==> src/rtl/tpu_tile_sequencer.sv <==
// Tile sequencer: streams K activation/weight vectors per tile into the
// systolic TPU, waits for the result, and drains 16 result rows to the
// output buffer, repeating for each programmed tile.
module tpu_tile_sequencer #(
  parameter int unsigned ADDR_W  = 10,
  parameter int unsigned K_MAX   = 144,
  parameter int unsigned TIMEOUT = 511
) (
  input  logic              clk,
  input  logic              rst,
  input  logic              start,
  input  logic [7:0]        cfg_k,
  input  logic [7:0]        cfg_tiles,
  input  logic [ADDR_W-1:0] cfg_a_base,
  input  logic [ADDR_W-1:0] cfg_w_base,
  input  logic [ADDR_W-1:0] cfg_o_base,
  output logic              busy,
  output logic              irq_done,
  output logic              err_cfg,
  output logic              err_timeout,
  output logic [7:0]        tile_idx,
  output logic              a_rd_en,
  output logic [ADDR_W-1:0] a_addr,
  input  logic [127:0]      a_rdata,
  output logic              w_rd_en,
  output logic [ADDR_W-1:0] w_addr,
  input  logic [127:0]      w_rdata,
  output logic              tpu_in_valid,
  output logic [127:0]      tpu_mat_di,
  output logic [127:0]      tpu_wei_di,
  input  logic              tpu_out_valid,
  input  logic [127:0]      tpu_do,
  input  logic              tpu_done,
  output logic              o_wr_en,
  output logic [ADDR_W-1:0] o_addr,
  output logic [127:0]      o_wdata
);

  localparam int unsigned WD_W   = $clog2(TIMEOUT + 1);
  localparam int unsigned ROWS_W = 4;

  typedef enum logic [2:0] {
    IDLE, STREAM, FLUSH, WAIT, DRAIN, NEXT
  } state_t;

  state_t            state_q, state_d;
  logic [7:0]        j_q, j_d;
  logic [ROWS_W-1:0] row_q, row_d;
  logic [WD_W-1:0]   wd_q, wd_d;
  logic [7:0]        k_q, k_d;
  logic [7:0]        tiles_q, tiles_d;
  logic [ADDR_W-1:0] w_base_q, w_base_d;

  logic              busy_d, irq_done_d, err_cfg_d, err_timeout_d;
  logic [7:0]        tile_idx_d;
  logic              a_rd_en_d, w_rd_en_d, o_wr_en_d;
  logic [ADDR_W-1:0] a_addr_d, w_addr_d, o_addr_d;
  logic [127:0]      o_wdata_d;
  logic              wd_hit;

  // Rows are counted locally, so the TPU last-row flag is not needed.
  logic unused_tpu_done;
  assign unused_tpu_done = tpu_done;

  // Vectors reach the TPU only while a read issued last cycle is returning.
  assign tpu_mat_di = tpu_in_valid ? a_rdata : 128'd0;
  assign tpu_wei_di = tpu_in_valid ? w_rdata : 128'd0;

  // State register.
  always_ff @(posedge clk or negedge rst) begin
    if (!rst) state_q <= IDLE;
    else      state_q <= state_d;
  end

  // Next-state and next-output logic; a_addr and o_addr run linearly across
  // tiles since tile t starts exactly where tile t-1 ended.
  always_comb begin
    state_d       = state_q;
    j_d           = j_q;
    row_d         = row_q;
    wd_d          = wd_q;
    k_d           = k_q;
    tiles_d       = tiles_q;
    w_base_d      = w_base_q;
    busy_d        = busy;
    irq_done_d    = 1'b0;
    err_cfg_d     = 1'b0;
    err_timeout_d = err_timeout;
    tile_idx_d    = tile_idx;
    a_rd_en_d     = 1'b0;
    w_rd_en_d     = 1'b0;
    a_addr_d      = a_addr;
    w_addr_d      = w_addr;
    o_wr_en_d     = 1'b0;
    o_addr_d      = o_addr;
    o_wdata_d     = o_wdata;
    wd_hit        = (wd_q == WD_W'(TIMEOUT - 1));

    case (state_q)
      IDLE: begin
        if (start) begin
          if (cfg_k == 8'd0 || cfg_k > 8'(K_MAX)) begin
            err_cfg_d = 1'b1;
          end else if (cfg_tiles == 8'd0) begin
            irq_done_d = 1'b1;
          end else begin
            k_d           = cfg_k;
            tiles_d       = cfg_tiles;
            w_base_d      = cfg_w_base;
            err_timeout_d = 1'b0;
            busy_d        = 1'b1;
            tile_idx_d    = 8'd0;
            j_d           = 8'd0;
            a_addr_d      = cfg_a_base;
            w_addr_d      = cfg_w_base;
            o_addr_d      = cfg_o_base;
            a_rd_en_d     = 1'b1;
            w_rd_en_d     = 1'b1;
            state_d       = STREAM;
          end
        end
      end

      STREAM: begin
        a_addr_d = a_addr + ADDR_W'(1);
        w_addr_d = w_addr + ADDR_W'(1);
        j_d      = j_q + 8'd1;
        if (j_q == k_q - 8'd1) begin
          state_d = FLUSH;
        end else begin
          a_rd_en_d = 1'b1;
          w_rd_en_d = 1'b1;
        end
      end

      FLUSH: begin
        wd_d    = '0;
        state_d = WAIT;
      end

      WAIT: begin
        wd_d = wd_q + WD_W'(1);
        if (wd_hit) begin
          err_timeout_d = 1'b1;
          busy_d        = 1'b0;
          state_d       = IDLE;
        end else if (tpu_out_valid) begin
          row_d     = '0;
          o_wr_en_d = 1'b1;
          o_wdata_d = tpu_do;
          state_d   = DRAIN;
        end
      end

      DRAIN: begin
        wd_d = wd_q + WD_W'(1);
        if (wd_hit) begin
          err_timeout_d = 1'b1;
          busy_d        = 1'b0;
          state_d       = IDLE;
        end else begin
          o_addr_d = o_addr + ADDR_W'(1);
          row_d    = row_q + ROWS_W'(1);
          if (row_q == ROWS_W'(15)) begin
            state_d = NEXT;
          end else begin
            o_wr_en_d = 1'b1;
            o_wdata_d = tpu_do;
          end
        end
      end

      NEXT: begin
        if (tile_idx == tiles_q - 8'd1) begin
          busy_d     = 1'b0;
          irq_done_d = 1'b1;
          state_d    = IDLE;
        end else begin
          tile_idx_d = tile_idx + 8'd1;
          j_d        = 8'd0;
          w_addr_d   = w_base_q;
          a_rd_en_d  = 1'b1;
          w_rd_en_d  = 1'b1;
          state_d    = STREAM;
        end
      end

      default: state_d = IDLE;
    endcase
  end

  // Counters, latched configuration and registered outputs.
  always_ff @(posedge clk or negedge rst) begin
    if (!rst) begin
      j_q          <= '0;
      row_q        <= '0;
      wd_q         <= '0;
      k_q          <= '0;
      tiles_q      <= '0;
      w_base_q     <= '0;
      busy         <= 1'b0;
      irq_done     <= 1'b0;
      err_cfg      <= 1'b0;
      err_timeout  <= 1'b0;
      tile_idx     <= '0;
      a_rd_en      <= 1'b0;
      w_rd_en      <= 1'b0;
      a_addr       <= '0;
      w_addr       <= '0;
      tpu_in_valid <= 1'b0;
      o_wr_en      <= 1'b0;
      o_addr       <= '0;
      o_wdata      <= '0;
    end else begin
      j_q          <= j_d;
      row_q        <= row_d;
      wd_q         <= wd_d;
      k_q          <= k_d;
      tiles_q      <= tiles_d;
      w_base_q     <= w_base_d;
      busy         <= busy_d;
      irq_done     <= irq_done_d;
      err_cfg      <= err_cfg_d;
      err_timeout  <= err_timeout_d;
      tile_idx     <= tile_idx_d;
      a_rd_en      <= a_rd_en_d;
      w_rd_en      <= w_rd_en_d;
      a_addr       <= a_addr_d;
      w_addr       <= w_addr_d;
      tpu_in_valid <= a_rd_en;
      o_wr_en      <= o_wr_en_d;
      o_addr       <= o_addr_d;
      o_wdata      <= o_wdata_d;
    end
  end

endmodule

==> config.mk <==
export PLATFORM = sky130hd
export DESIGN_NAME = tpu_tile_sequencer
export DESIGN_NICKNAME = d
export VERILOG_FILES = /design/src/rtl/tpu_tile_sequencer.sv
export SDC_FILE = /design/constraint.sdc
export NUM_CORES = 1
export LEC_CHECK = 0
export CAP_MARGIN = 20
export CORE_AREA = 2 2 338 340
export DETAILED_ROUTE_END_ITERATION = 10
export DIE_AREA = 0 0 340 342
export PLACE_DENSITY = 0.33
export SETUP_SLACK_MARGIN = 0.15
export SYNTH_ARGS = -nofsm -noshare
export SYNTH_HDL_FRONTEND = slang
export SYNTH_SLANG_ARGS = --single-unit
==> constraint.sdc <==
create_clock -name clk -period 3.1 [get_ports clk]
set_clock_uncertainty 0.1 [all_clocks]
set_input_delay 0.775 -clock clk [delete_from_list [all_inputs] [get_ports clk]]
set_output_delay 0.775 -clock clk [all_outputs]
set_load 0.005 [all_outputs]
After elaboration in Yosys (flattened, before gate mapping):

Cells that the tools add are included.

* equal/unequal tests: 22
* reductions and logical operators: 23
* $add $sub $neg: 9
* multiplexer cells: 73
* order comparisons: 1
* bitwise gates (word level): 2

Operators by type and width (number)
* two-way mux 128 bit: 6
* one-hot mux 128 bit (2 select lines): 1
* two-way mux 10 bit: 11
* two-way mux 8 bit: 5
* one-hot mux 10 bit (2 select lines): 2
* adder 10 x 1 -> 10 bit, second input constant: 3
* one-hot mux 10 bit (3 select lines): 1
* two-way mux 1 bit: 26
* AND reduction 5 bit: 5
* two-way mux 3 bit: 8
* one-hot mux 8 bit (3 select lines): 1
* != test 2 bit, second input constant: 10
* one-hot mux 3 bit (6 select lines): 1
* one-hot mux 9 bit (2 select lines): 1
* adder 8 x 1 -> 8 bit, second input constant: 2
* equality test 8 bit: 2
* zero test 8 bit: 2
* one-hot mux 8 bit (2 select lines): 1
* subtractor 8 x 1 -> 8 bit, second input constant: 2
* two-way mux 4 bit: 3
* AND reduction 4 bit: 3
* AND reduction 6 bit: 2
* nonzero test 2 bit: 6
* adder 9 x 1 -> 9 bit, second input constant: 1
* other kinds (17): 25

* word-level logic and storage cells: 149
* input bits: 435
* output and inout port bits: 430
* register bits: 223

Depth between registers and ports, before layout:

* depth after elaboration: 5
* mapped depth: 11
* depth with buffers taken out: 9

Worst setup path before layout:

Ideal clock, no wire load.

* path kind: input -> register
* from: in cfg_k[1]
* to: reg w_addr[1]
* cell stages on the path: 6
* data required time: 2875 ps
* slack: 391 ps
* buffers on the path: 0
* arrival time: 2484 ps
* path through: o41a_1 o31ai_4 and2_2 nand4_1 a21oi_2 mux2_2

* word-level cells in the longest chain between the ends: 4

RTL lines
* start, declared: line 12 `input logic [7:0] cfg_k,`
* > comparator 8 bit / zero test 8 bit (equally long branches): line 102 `if (cfg_k == 8'd0 || cfg_k > 8'(K_MAX)) begin`
* logical OR 1 bit (*): line 102
* != test 2 bit (no source line) (*)
* AND reduction 5 bit (no source line) (*)
* end signal, assigned: line 229 `w_addr <= w_addr_d;`
* end, declared: line 26 `output logic [ADDR_W-1:0] w_addr,`

Every way passes the cells marked *; elsewhere a longest branch is shown, timed or not.
A chain may end at the register's enable or synchronous reset.

Worst setup path in the final report:

* from: reg tpu_in_valid
* to: out tpu_mat_di[111]

* word-level cells in the longest chain between the ends: 1

RTL lines
* start, declared: line 28 `output logic tpu_in_valid,`
* start signal, assigned: line 230 `tpu_in_valid <= a_rd_en;`
* two-way mux 128 bit: line 66 `assign tpu_mat_di = tpu_in_valid ? a_rdata : 128'd0;`
* end, declared: line 29 `output logic [127:0] tpu_mat_di,`

Every way passes these cells.

==> flow_summary.json <==
{
  "portBuffers": 863,
  "layout_common_cells": "clkdlybuf4s50_1, and2_1, dfrtp_1",
  "syn_area_sq_mm": 0.0120,
  "critPathKind": "reg -> out",
  "place_congestion": 0.904,
  "fin_nets": 2564,
  "irDropWorstVdd_mv": 0.497,
  "critPathMaxFanout": 44,
  "die_area_sq_mm": 0.116,
  "fillers": 12397,
  "drive_gt1_frac": 0.152,
  "grtUsageTotal": 0.114,
  "syn_inst": 1208,
  "cts-root-buf": "clkbuf_16",
  "ant_nets": 0,
  "cts_buffers": 30,
  "required_ps": 2220,
  "worstMarginPinSlew_ps": 678,
  "finalSetupTns_ps": 0,
  "synth-adder-area-share": 0.0104,
  "maxCapViolCount": 0,
  "drc": 0,
  "power_density_mw_per_mm2": 810,
  "final-max-slew-violation-count": 0,
  "post-dp-hpwl_mm": 57.3,
  "crit_arrival_ps": 2040,
  "cts_buffer_depth": 3,
  "slew_headroom": 0.548,
  "setup_viol": 0,
  "synth_ff_type": "dfrtp_1",
  "max_freq_mhz": 343,
  "met2_usage": 0.216,
  "synth_compound_area_frac": 0.0886,
  "syn_to_final_growth_pct": 101,
  "vias_per_cell": 3.49,
  "grt_max_degree": 72,
  "drt_iter0_drc": 473,
  "synth_xor_area_frac": 0.0161,
  "synth_top_family_by_area": "simple AND/OR/NAND/NOR gates",
  "cts_tree": "built",
  "hold_path.class": "in -> async",
  "rsz0062_at_grt": "true",
  "post_synth.cell_area_avg_sq_um": 9.92,
  "post_drt_wl_per_cell_um": 19.1,
  "initial_core_util": 0.106,
  "timing.hold.ws_ps": 74.0,
  "min_period_over_period": 0.940,
  "ios": 865,
  "die_h_um": 342,
  "grt_overflow": 0,
  "rows": 124,
  "synthArstFlopShare": 1.00,
  "grt-busiest-layer": "met2",
  "muxShareOfSynthArea": 0.132,
  "fp.dieW_um": 340,
  "cts_max_level": 1,
  "synthSimpleGateAreaFrac": 0.251,
  "path_clk_slew_ps": 60,
  "wirelength_mm": 70.0,
  "critPathLaunchType": "flop",
  "clock_latency_ps": 590,
  "synth_seq_area_share": 0.466,
  "synth_edf_count": 0,
  "ys_types": 70,
  "p_leak_nw": 10.6,
  "synth_warnings": 0,
  "syn-num-nets": 1653,
  "core_sq_mm": 0.113,
  "ys_seq_elements": 223,
  "vias": 12780,
  "fin_crit_ps": 2910,
  "grt_use_met1": 0.120,
  "hold_viol": 0,
  "drt-pass1-iter-count": 5,
  "final_common_cell": "clkdlybuf4s50_1",
  "first_global_vias": 13503,
  "gr-usage-met3": 0.0421,
  "status": "complete, no violations",
  "endpoint_kind": "output pin",
  "grt_pass1_wl_mm": 98.3,
  "clock_sinks": 223,
  "antenna_found_initial": 43
}
## registers in the layout, summed over array words and instances (netlist names)
name	flops
tiles_q	8
state_q	3
tile_idx	8
w_base_q	10
a_addr	10
k_q	8
o_addr	10
o_wdata	128
o_wr_en	1
row_q	4
j_q	8
err_cfg	1
busy	1
err_timeout	1
tpu_in_valid	1
w_addr	10
wd_q	9
w_rd_en	1
irq_done	1
## routing by layer
layer / share of wire / vias up / wire [um]
li1: - / 5955 / -
met4: 0.021 / 6 / 1490
met5: 0.00049 / - / 34
met2: 0.52 / 608 / 36600
met3: 0.090 / 118 / 6340
met1: 0.36 / 6093 / 25500
## logic make-up (layout without fill, tap and decap cells)
logic type | after synthesis | after routing
simple gates | 546 | 546
flops | 223 | 223
compound gates | 171 | 171
mux | 141 | 141
buf+inv | 95 | 1027
xor+xnor | 22 | 22
fa+ha+maj | 10 | 10
other cells | 0 | 9
## Yosys cell counts (all sizes together) (3+ instances only)
cell type  number  area (sq um)
and2          258          1620
xnor2          14           123
ha             10           125
o21ai          50           250
a211oi          3          27.5
buf            25           163
xor2            8          70.1
nor2b           4          25.0
dfrtp         223          5580
or3            10          62.6
a22oi           3          22.5
a21oi          59           307
a31oi          10          68.8
mux2          133          1500
a21o            5          37.5
nand2         138           518
nor4            8          80.1
clkbuf         48           180
a31o            3          26.3
nand2b          4          25.0
mux2i           8          80.1
o211ai          6          45.0
inv            21          78.8
o31ai           6          58.8
nand3b          5          37.5
nand3          31           155
and3            6          37.5
nand4          15           109
and4            3          26.3
nor2           40           153
nor3b           3          27.5
nor3           14          86.3
o22ai           9          56.3
## where the power goes
group / total, mW / leakage (nW) / internal, mW / switching, mW
Combinational: 10.6 / 7.50 / 6.25 / 4.38
Clock: 3.39 / 0.469 / 2.00 / 1.40
Sequential: 5.43 / 2.68 / 4.29 / 1.14
Total: 19.5 / 10.6 / 12.5 / 6.92
## worst max-delay path, stage by stage, from the launching register on
cell           delay [ps]
dfrtp_4               500
buf_12                160
buf_4                 170
buf_16                180
and2_4                170
dlygate4sd2_1         250
## through the flow
stage,utilization,cells,power (mW),setup slack [ps],instance area [sq um]
after global placement,0.202,3585,16.2,-232,22900
after floorplan,-,1208,9.68,391,12000
after detailed placement,0.202,3585,16.2,-284,22900
final,0.212,3661,19.5,187,24000
after CTS,0.211,3649,19.8,83.3,23800
after global routing,0.212,3657,21.0,94.3,24000
## area by class of cell
type	instances	area, sq um	area share
clock buffers	45	867	0.0361
diodes	9	22.5	0.000937
multi-input cells	890	6060	0.252
well taps	1512	1890	0.0787
inverters	22	82.6	0.00344
clock inverters	8	80.1	0.00333
repair buffers	952	9450	0.393
flip-flops and latches	223	5580	0.232
## worst paths after layout
path	from	end	slack [ps]	cells past startpoint
worst max-delay path	tpu_in_valid$_DFF_PN0_	tpu_mat_di[111]	190	5
worst min-delay path	rst	o_wdata[110]$_DFFE_PN0P_	70	1
worst max register to register	tiles_q[2]$_DFFE_PN0P_	tile_idx[7]$_DFFE_PN0P_	350	8
worst min register to register	w_base_q[6]$_DFFE_PN0P_	w_base_q[6]$_DFFE_PN0P_	370	2
max in group asynchronous	rst	j_q[7]$_DFFE_PN0P_	2100	2
min in group clk	w_base_q[6]$_DFFE_PN0P_	w_base_q[6]$_DFFE_PN0P_	370	2
## what timing repair did
| action | CTS | global route |
|---|---|---|
| pin swaps | 12 | 0 |
| hold buffers | 0 | 0 |
| gates cloned | 4 | 2 |
| buffers inserted | 7 | 1 |
| endpoints found under the setup margin | 242 | 54 |
| resized for setup | 267 | 48 |
Power figures use the tool's default switching activity.
